<file path="src/rtl/regfile_wb_arbiter.sv">
// Register-file write-back arbiter: grants one of NUM_REQ requesters per cycle onto a registered write port.
// Define RR_ARB_EN for round-robin arbitration; otherwise the lowest valid index wins.
module regfile_wb_arbiter #(
  parameter int NUM_REQ = 2,
  parameter int DATA_W  = 64,
  parameter int CNT_W   = 16
) (
  input  logic                      clk,
  input  logic                      rst,
  input  logic [NUM_REQ-1:0]        req_valid,
  input  logic [5*NUM_REQ-1:0]      req_rd,
  input  logic [DATA_W*NUM_REQ-1:0] req_wd,
  output logic [NUM_REQ-1:0]        req_ready,
  input  logic                      wb_hold,
  output logic                      rf_we,
  output logic [4:0]                rf_rd,
  output logic [DATA_W-1:0]         rf_wd,
  output logic [1:0]                grant_id,
  output logic [CNT_W-1:0]          conflict_cnt
);

  logic              found;
  logic [1:0]        win_idx;
  logic [4:0]        win_rd;
  logic [DATA_W-1:0] win_wd;
  logic              hs;
  logic [2:0]        nvalid;
  logic              multi;

`ifdef RR_ARB_EN
  logic [1:0] ptr;
  logic [2:0] cand;

  // Walk candidates pointer+1 .. pointer+NUM_REQ (mod NUM_REQ); first valid one wins.
  always_comb begin
    found   = 1'b0;
    win_idx = '0;
    win_rd  = '0;
    win_wd  = '0;
    cand    = '0;
    for (int unsigned k = 1; k <= NUM_REQ; k++) begin
      cand = {1'b0, ptr} + 3'(k);
      if (cand >= 3'(NUM_REQ))
        cand = cand - 3'(NUM_REQ);
      for (int unsigned i = 0; i < NUM_REQ; i++) begin
        if (!found && req_valid[i] && cand == 3'(i)) begin
          found   = 1'b1;
          win_idx = 2'(i);
          win_rd  = req_rd[5*i +: 5];
          win_wd  = req_wd[DATA_W*i +: DATA_W];
        end
      end
    end
  end

  always_ff @(posedge clk or posedge rst) begin
    if (rst)
      ptr <= 2'(NUM_REQ - 1);
    else if (hs)
      ptr <= win_idx;
  end
`else
  always_comb begin
    found   = 1'b0;
    win_idx = '0;
    win_rd  = '0;
    win_wd  = '0;
    for (int unsigned i = 0; i < NUM_REQ; i++) begin
      if (!found && req_valid[i]) begin
        found   = 1'b1;
        win_idx = 2'(i);
        win_rd  = req_rd[5*i +: 5];
        win_wd  = req_wd[DATA_W*i +: DATA_W];
      end
    end
  end
`endif

  assign hs = found && !wb_hold && !rst;

  always_comb begin
    req_ready = '0;
    for (int unsigned i = 0; i < NUM_REQ; i++)
      req_ready[i] = hs && (win_idx == 2'(i));
  end

  always_comb begin
    nvalid = '0;
    for (int unsigned i = 0; i < NUM_REQ; i++)
      nvalid = nvalid + 3'(req_valid[i]);
  end

  assign multi = (nvalid >= 3'd2);

  // x0 writes complete the handshake and update grant_id but never reach the port.
  always_ff @(posedge clk or posedge rst) begin
    if (rst) begin
      rf_we        <= 1'b0;
      rf_rd        <= '0;
      rf_wd        <= '0;
      grant_id     <= '0;
      conflict_cnt <= '0;
    end else begin
      rf_we <= hs && (win_rd != 5'd0);
      if (hs) begin
        grant_id <= win_idx;
        if (win_rd != 5'd0) begin
          rf_rd <= win_rd;
          rf_wd <= win_wd;
        end
      end
      if (multi && conflict_cnt != '1)
        conflict_cnt <= conflict_cnt + CNT_W'(1);
    end
  end

endmodule

</file>
<file path="config.mk">
export PLATFORM = sky130hd
export DESIGN_NAME = regfile_wb_arbiter
export DESIGN_NICKNAME = d
export VERILOG_FILES = /design/src/rtl/regfile_wb_arbiter.sv
export SDC_FILE = /design/constraint.sdc
export NUM_CORES = 1
export LEC_CHECK = 0
export BUFFER_PORTS_ARGS = -buffer_cell sky130_fd_sc_hd__clkbuf_2
export CELL_PAD_IN_SITES_DETAIL_PLACEMENT = 2
export CELL_PAD_IN_SITES_GLOBAL_PLACEMENT = 2
export CORE_UTILIZATION = 29
export CTS_BUF_LIST = sky130_fd_sc_hd__clkbuf_8 sky130_fd_sc_hd__clkbuf_16
export CTS_CLUSTER_DIAMETER = 30
export DETAILED_ROUTE_END_ITERATION = 16
export GPL_TIMING_DRIVEN = 0
export PLACE_DENSITY_LB_ADDON = 0.08
export SYNTH_ARGS = -nofsm -noshare
export SYNTH_HDL_FRONTEND = slang
export SYNTH_SLANG_ARGS = --single-unit
</file>
<file path="constraint.sdc">
create_clock -name clk -period 3.9 [get_ports clk]
set_clock_uncertainty 0.1 [all_clocks]
set_input_delay 0 -clock clk [delete_from_list [all_inputs] [get_ports clk]]
set_output_delay 0 -clock clk [all_outputs]
set_load 0.03 [all_outputs]
</file>
After elaboration in Yosys (flattened, before gate mapping). Index checks and enable logic that the tools add are counted.

Register bits: 88. Bits in latches: 0. Memory bits (writable): 0. ROM bits: 0. Output and inout bits: 90. Word-level logic and storage cells: 30. Memories kept: 0.

$add $sub $neg: 2. Multiply operators: 0. Div/mod/pow operators: 0. $lt $le $gt $ge: 1. Equality and inequality tests: 2. Shifts and indexed selects: 0. Muxes and demuxes: 7. Bitwise operators: 0. Reduce and logical (&&, ||, !) cells: 13.

Operator list (count): 64-bit 2-to-1 mux (2); 16-bit by 1-bit adder with 16-bit output, second input constant (1); 16-bit != test, second input constant (1); 5-bit 2-to-1 mux (2); 1-bit logical AND (7); 5-bit nonzero test (1); 1-bit logical NOT (3); 1-bit 2-to-1 mux (3); 1-bit by 1-bit adder with 2-bit output (1); 2-bit by 1-bit == test with 1-bit output, second input constant (1); 2-bit greater-or-equal comparator, second input constant (1); 2-bit logical NOT (1); 2-bit AND reduction (1).

Longest topological paths before layout. Gate-level depths: netlist of the first run.

Depth in word-level cells: 7. Gate-level depth with buffers: 7. Mapped depth without buffers: 5.

Worst setup path before layout of the first run. No wires, ideal clock.

Kind: register -> register. From: reg conflict_cnt[4]. To: reg conflict_cnt[1]. Setup time: 0.128 ns. Arrival time: 1.703 ns. Slack: 1.969 ns. Stages on the path, launching flop included: 5. Buffers on the path: 0. Cells stage by stage: dfrtp_1 > nand4_2 > nor4_4 > nor2_1 > mux2_1.

Cells in the longest elaborated chain, start to end: 2.

RTL lines: from (decl) (RTL line 19) `output logic [CNT_W-1:0] conflict_cnt`; from (signal assigned) (RTL line 113) `conflict_cnt <= conflict_cnt + CNT_W'(1);`; 16-bit != test (RTL line 112) `if (multi && conflict_cnt != '1)`; 1-bit logical AND (RTL line 112).

No other way between the ends. A chain may end at the register's enable or synchronous reset.

Final worst setup path of the first run.
From: in req_valid[1]. To: reg rf_rd[3].

Cells in the longest elaborated chain, start to end: 5. Elaborated cells on any way between the ends: 7. Classes of those cells: mux: 2; reduce/logical: 5.

RTL lines: from (decl) (RTL line 10) `input logic [NUM_REQ-1:0] req_valid,`; 1-bit logical AND * (RTL line 69) `if (!found && req_valid[i]) begin`; parallel branches: the longest is 4 deep, another holds 5-bit 2-to-1 mux; to (signal assigned) (RTL line 108) `rf_rd <= win_rd;`; to (decl) (RTL line 16) `output logic [4:0] rf_rd,`.

Mark *: on every way between the ends.

==> results of run 1 <==
area by class of cell:
cell class,count,area (µm²),share of cell area [%]
plain buffers,24,139,1.86
clock buffers,11,253,3.38
clock inverters,4,46.3,0.620
inverters,5,21.3,0.285
multi-input cells,211,2020,27.0
flip-flops and latches,87,2180,29.1
well taps,184,230,3.08
repair buffers,372,2580,34.6
registers in the layout (all words and copies together), names as in the netlist:
name and flops:
rf_wd 64, conflict_cnt 16, rf_rd 5, grant_id 1, rf_we 1
what timing repair did:
item	in CTS	in global routing
hold endpoints to repair	118	0
hold buffers	140	0
setup endpoints to repair	0	0
worst min-delay path: stages:
cell and delay, ns:
clkbuf_2 0.11, a22oi_1 0.10, nand2_1 0.08, o221ai_1 0.12
worst max path at each step:
stage          depth (start not counted)               end  slack (ns)       startpoint
6_report                               9          rf_rd[3]        1.46     req_valid[1]
5_1_grt                                9          rf_rd[3]        1.30     req_valid[1]
4_1_cts                                9          rf_rd[3]        1.48     req_valid[1]
3_5_place_dp                           5  conflict_cnt[14]        1.86  conflict_cnt[0]
3_3_place_gp                           2         rf_wd[48]        0.28              rst
2_1_floorplan                          1   conflict_cnt[0]        1.55              rst
layer usage:
layer / up-vias / track usage, %
li1: 2022 / -
met1: 2215 / 27.2
met2: 165 / 46.1
met3: 37 / 4.90
met4: 0 / 9.57
met5: - / 0
metrics by stage:
step	setup WS [ns]	total power [mW]	hold WS, ns
floorplan	1.55	1.99	0.120
global placement	0.275	2.37	0.225
detailed placement	1.86	2.41	-0.0574
CTS	1.48	3.44	0.00583
global route	1.30	3.61	0.0359
finish	1.46	3.46	0.0371
cell usage after synthesis, drive strengths merged (3+ instances only):
cell type / number
nand4: 4
mux2: 66
a22o: 64
xor2: 10
a31oi: 3
dfrtp: 87
clkbuf: 10
nor4: 8
inv: 5
buf: 14
o21ai: 5
nand2: 10
nor2: 3
nand3: 8
o21a: 3
a22oi: 5
logic make-up after synthesis:
group / share of synthesized area, %
other: 0.0861
xor gates and xnor gates: 2.21
and+or+nand+nor: 5.72
muxes: 20.6
DFF: 50.0
buffers and inverters: 3.62
AOI/OAI and AO/OA: 17.5
adders and majority gates: 0.287
where the power goes:
part	leakage [nW]	switching, mW	internal (mW)
registers	1.10	0.150	1.10
clock network	0.149	0.372	0.525
logic	2.59	0.771	0.542
==> key figures, run 1 <==
Status
  – Run status: finished clean

Setup path
  – R2R Path End: conflict_cnt[14]
  – Crit-path slowest cell: dlygate4sd3_1
  – Flop2flop setup slack: between 1.5 and 2 ns
  – Worst Setup Start Kind: input pin
  – Crit-path cells: clkbuf_2, nor2b_1, buf_2, buf_2, buf_2, a22oi_1, dlygate4sd3_1, o221ai_1, dlygate4sd3_1
  – CP top delay family: buffers and inverters
  – Worst-path fanout max: 10
  – FF-to-FF Start: conflict_cnt[0]
  – Worst path bufs/invs: 6
  – WP data required: 4.07 ns
  – Critical Path Most Common Cell: buf_2
  – Critical Path AT: about 2.6 ns
  – FF-to-FF path depth: 5
  – Critical path's largest stage delay: approximately 0.62 ns
  – Worst Setup End Kind: flop
  – Crit Path Class: input pin to flop

Timing
  – Final hold vios: 0
  – Final setup fails: 0
  – Final Cycle Share: 62.5%
  – Final max-slew violation count: 0
  – Fin crit period: roughly 2.4 ns
  – Post-Route Setup TNS: 0 ns
  – RSZ-0062 raised after global routing: no
  – Worst-Margin Slew: approximately 0.65 ns
  – Fmax: 0.410 GHz
  – Worst slew margin: 56.4%

Logic synthesis
  – Most used DFF post-synth: dfrtp_1
  – Synthesized area: between 4000 and 5000 µm²
  – Ys async rst share: between 90% and 100%
  – Syn nets: 471
  – Yosys top cell by area: dfrtp_1
  – Synth Instances: between 300 and 400
  – Yosys warning total: 0
  – Syn avg cell area: roughly 13 µm²
  – Netlist cell types: between 40 and 50
  – Yosys reg bits: 87
  – Post-synth EDFFs: 0
  – Top-area cell type share of the netlist area: 50.0%
  – Ranking of synthesized cells by area: dfrtp_1 (50%), mux2_4 (13%), a22o_1 (13%)
  – Post-synthesis sequential area ratio: between 50% and 60%

Finish
  – Core Util, Final: just over 50%
  – Fillers: around 1500
  – Area Overhead vs Synth: 71.6%
  – Commonest non-fill, non-tap cell in the layout: clkbuf_2
  – Layout cells sized above 1: between 40 and 50%
  – Post-Layout Cell Count: 898
  – Fin nets: about 850
  – Final Instance Area: between 7000 and 8000 µm²
  – # diodes: 0
  – Commonest cells after routing, fill and taps aside: clkbuf_2 (231), dlygate4sd3_1 (140), dfrtp_1 (87)

Pwr
  – LEAKAGE: about 3.8 nW
  – Max VDD drop: between 0.2 and 0.25 mV
  – PwrDens: ~460 nW/µm²

Detailed routing
  – Routed Antenna Nets: 0
  – Vias per inst: 4.94
  – Router iterations before antenna repair: 4
  – DR vias: approximately 4400
  – Metal-1 WL: about 7200 µm
  – Total Routed Length: approximately 18000 µm
  – DR WL/cell: around 20 µm
  – Initial DRC Count: 77
  – Met3 Routed Length: 890 µm
  – DR top layer: met4
  – Met2 WL: 9870 µm
  – DRC viols: 0

Die
  – Die Ht: 125 µm
  – DIE WIDTH: 125 µm
  – Core area: 14600 µm²
  – Die Footprint: approximately 16000 µm²
  – I/O pin count: 233
  – Row cnt: between 40 and 50
  – Starting Density: between 20% and 30%

Clocking
  – CTS tree: built
  – Clock Sinks: 87
  – Total CTS buffers: 9
  – H-tree levels: 3
  – Clk buf depth: 2
  – Root Driver: clkbuf_16
  – Post-CTS sizing: 0
  – CTS clock-pin slew for the worst setup and hold paths: around 0.06 ns
  – Post-CTS Setup Inserts: 0
  – Worst skew pair latency: 0.34 ns

Worst hold path
  – HP Class: input pin to flop
  – Hold EP: rf_rd[0]
  – Hold path cells: 4
  – Hold wc startpoint: req_rd[3]

Global route
  – First-pass GRT wire length: 29700 µm
  – Initial antenna violation count: 0
  – Largest net degree at the start of global routing: 59
  – Vias in the first global route: roughly 5300
  – Global route overflow: 0
  – Gr usage total: between 20 and 25%

Place
  – Final GP Congestion: around 0.73
  – Post-Place Cells: approximately 740
  – DP Wirelength: 11000 µm
  – IO buf count: about 230
  – Post-DP Area: 5770 µm²

Flow run
  – Max-cap viol count: 0
Note: power is estimated with default switching activity, not from simulation.
==> run 2: changes to the inputs <==
--- a/config.mk
+++ b/config.mk
@@ -8,7 +8,7 @@
 export BUFFER_PORTS_ARGS = -buffer_cell sky130_fd_sc_hd__clkbuf_2
 export CELL_PAD_IN_SITES_DETAIL_PLACEMENT = 2
 export CELL_PAD_IN_SITES_GLOBAL_PLACEMENT = 2
-export CORE_UTILIZATION = 29
+export CORE_UTILIZATION = 25
 export CTS_BUF_LIST = sky130_fd_sc_hd__clkbuf_8 sky130_fd_sc_hd__clkbuf_16
 export CTS_CLUSTER_DIAMETER = 30
 export DETAILED_ROUTE_END_ITERATION = 16
==> constraint.sdc (replaced) <==
create_clock -name clk -period 2.15 [get_ports clk]
set_clock_uncertainty 0.1 [all_clocks]
set_input_delay 0 -clock clk [delete_from_list [all_inputs] [get_ports clk]]
set_output_delay 0 -clock clk [all_outputs]
set_load 0.03 [all_outputs]
==> key figures, run 2 (same netlist as run 1, synthesis figures left out) <==
Die
  – I/O pin count: 233 (unchanged)
  – Die Ht: 134 µm (+7.6%)
  – Die Footprint: 17900 µm² (+16%)
  – Row cnt: 47 (+6.8%)
  – DIE WIDTH: 134 µm (+7.6%)
  – Core area: 16800 µm² (+15%)
  – Starting Density: 25.9% (-4.0 points)

Status
  – Run status: finished clean

Timing
  – Hold Slack: 0.0277 ns (-0.00937 ns)
  – RSZ-0062 raised after global routing: no
  – Worst slew margin: 50.0% (-6.4 points)
  – Fmax: approximately 0.5 GHz
  – Worst-Margin Slew: 0.749 ns (+0.100 ns)
  – Final setup fails: 0 (unchanged)
  – Post-Route Setup TNS: 0 ns (unchanged)
  – Final max-slew violation count: 0 (unchanged)
  – Final Cycle Share: between 90% and 100%
  – Final hold vios: 0 (unchanged)
  – Fin crit period: about 2 ns

Detailed routing
  – DR top layer: met4
  – Metal-1 WL: 7100 µm (-1.1%)
  – Initial DRC Count: 83 (+7.8%)
  – Routed Antenna Nets: 0 (unchanged)
  – Met2 WL: 8740 µm (-11%)
  – Router iterations before antenna repair: 4 (unchanged)
  – DR vias: 4329 (-2.5%)
  – Met3 Routed Length: 1080 µm (+21%)
  – DRC viols: 0 (unchanged)
  – DR WL/cell: 18.4 µm (-11%)
  – Vias per inst: 4.62 (-6.5%)
  – Total Routed Length: 17200 µm (-6.8%)

Finish
  – Largest register FFs: 64 (unchanged)
  – Top Registers: rf_wd (64), conflict_cnt (16), rf_rd (5)
  – Commonest non-fill, non-tap cell in the layout: clkbuf_2
  – # diodes: 0 (unchanged)
  – Area Overhead vs Synth: 72.9%
  – Layout cells sized above 1: 43.7% (about the same)
  – Commonest cells after routing, fill and taps aside: clkbuf_2 (231), dlygate4sd3_1 (141), dfrtp_1 (87)
  – Final Instance Area: 7530 µm² (+0.77%)
  – Fin nets: 856 (+0.23%)
  – Register bank with the most flops: rf_wd

Global route
  – Largest net degree at the start of global routing: 32 (-46%)
  – Vias in the first global route: 5108 (-3.5%)
  – Global route overflow: 0 (unchanged)
  – First-pass GRT wire length: 27900 µm (-5.9%)
  – Initial antenna violation count: 0 (unchanged)
  – Gr usage total: 20.0% (-4.7 points)

Setup path
  – Critical path capture point: rf_wd[21]
  – Crit-path slowest cell: dlygate4sd3_1
  – Worst-path fanout max: 10 (unchanged)
  – Flop2flop setup slack: 0.16 ns (-1.73 ns)
  – FF-to-FF path depth: 4 (-1)
  – Worst Setup End Kind: flop
  – Critical Path Most Common Cell: buf_6
  – FF-to-FF Start: conflict_cnt[3]
  – Worst Setup Start Kind: input pin
  – Crit-path cells: dlygate4sd3_1, clkbuf_2, nor2_1, o21ai_2, a41oi_2, buf_6, buf_6, mux2_4
  – Critical Path AT: 2.11 ns (-0.50 ns)
  – Critical path's largest stage delay: 0.55 ns (-0.07 ns)
  – WP data required: 2.27 ns (-1.80 ns)
  – Crit Path Class: input pin to flop
  – Worst Setup SP: rst
  – R2R Path End: conflict_cnt[1]

Clocking
  – H-tree levels: 3 (unchanged)
  – Total CTS buffers: 9 (unchanged)
  – CTS clock-pin slew for the worst setup and hold paths: 0.06 ns (about the same)
  – CTS tree: built
  – Root Driver: clkbuf_16
  – Clk buf depth: 2 (unchanged)
  – Worst skew pair latency: 0.34 ns (about the same)
  – Clock Sinks: 87 (unchanged)

Place
  – DP Wirelength: 11200 µm (+2.4%)
  – Final GP Congestion: 0.748 (+2.7%)
  – Post-DP Area: 5830 µm² (+1.0%)
  – IO buf count: 231 (unchanged)

Pwr
  – Max VDD drop: 0.352 mV (+57%)
  – PwrDens: 808 nW/µm² (+74%)
  – LEAKAGE: 3.84 nW (about the same)

Worst hold path
  – HP Class: input pin to flop

Flow run
  – Max-cap viol count: 0 (unchanged)
[run 2: repair_timing]
action,4_1_cts,5_1_grt
gates resized for setup,0,2
hold buffers,141,0
endpoints found under the setup margin,0,3
setup buffers,0,0
hold endpoints to repair,98,0
[run 2: worst min path at each step]
stage / slack, ns / cells past startpoint / endpoint / startpoint
floorplan: 0.12 / 2 / rf_rd[4] / req_rd[9]
global placement: 0.23 / 3 / rf_wd[44] / req_wd[108]
detailed placement: 0.08 / 2 / rf_wd[20] / rst
CTS: 0.01 / 4 / rf_rd[3] / req_rd[4]
global route: 0.06 / 4 / rf_rd[3] / req_rd[4]
finish: 0.03 / 4 / rf_rd[3] / req_rd[4]
[run 2: final cells by class]
cell class	instances	area, µm²
inverters	5	22.5
fillers	1805	9290
flip-flops and latches	87	2180
well taps	220	275
repair buffers	374	2610
plain buffers	24	141
clock inverters	5	26.3
multi-input cells	211	2020
clock buffers	11	253
[run 2: layer usage]
metal	up-vias	track usage [%]
met1	2142	23.3
met5	-	0
met4	0	6.44
met3	20	5.03
li1	2019	-
met2	148	35.7
[run 2: critical path, delay by kind of cell]
| family | cells | cell delay (ns) |
|---|---|---|
| multiplexers | 1 | 0.32 |
| AND/OR/NAND/NOR | 1 | 0.20 |
| AO/OA/AOI/OAI | 2 | 0.46 |
| buffers and inverters | 4 | 1.12 |
[run 2: through the flow]
stage          total power [mW]  cells  worst slack [ns]  util, %
3_5_place_dp               4.37    780            0.0844     34.7
5_1_grt                    6.39    937            0.0182     44.8
2_1_floorplan              3.61    327             0.219        -
6_report                   6.08    937             0.158     44.8
4_1_cts                    6.13    937             0.127     44.7
3_3_place_gp               4.30    778             0.114     34.4
[run 2: where the power goes]
part,switching (mW),total (mW),internal [mW]
clock network,0.649,1.48,0.835
logic,1.35,2.34,0.984
registers,0.269,2.26,1.99
total,2.27,6.08,3.81
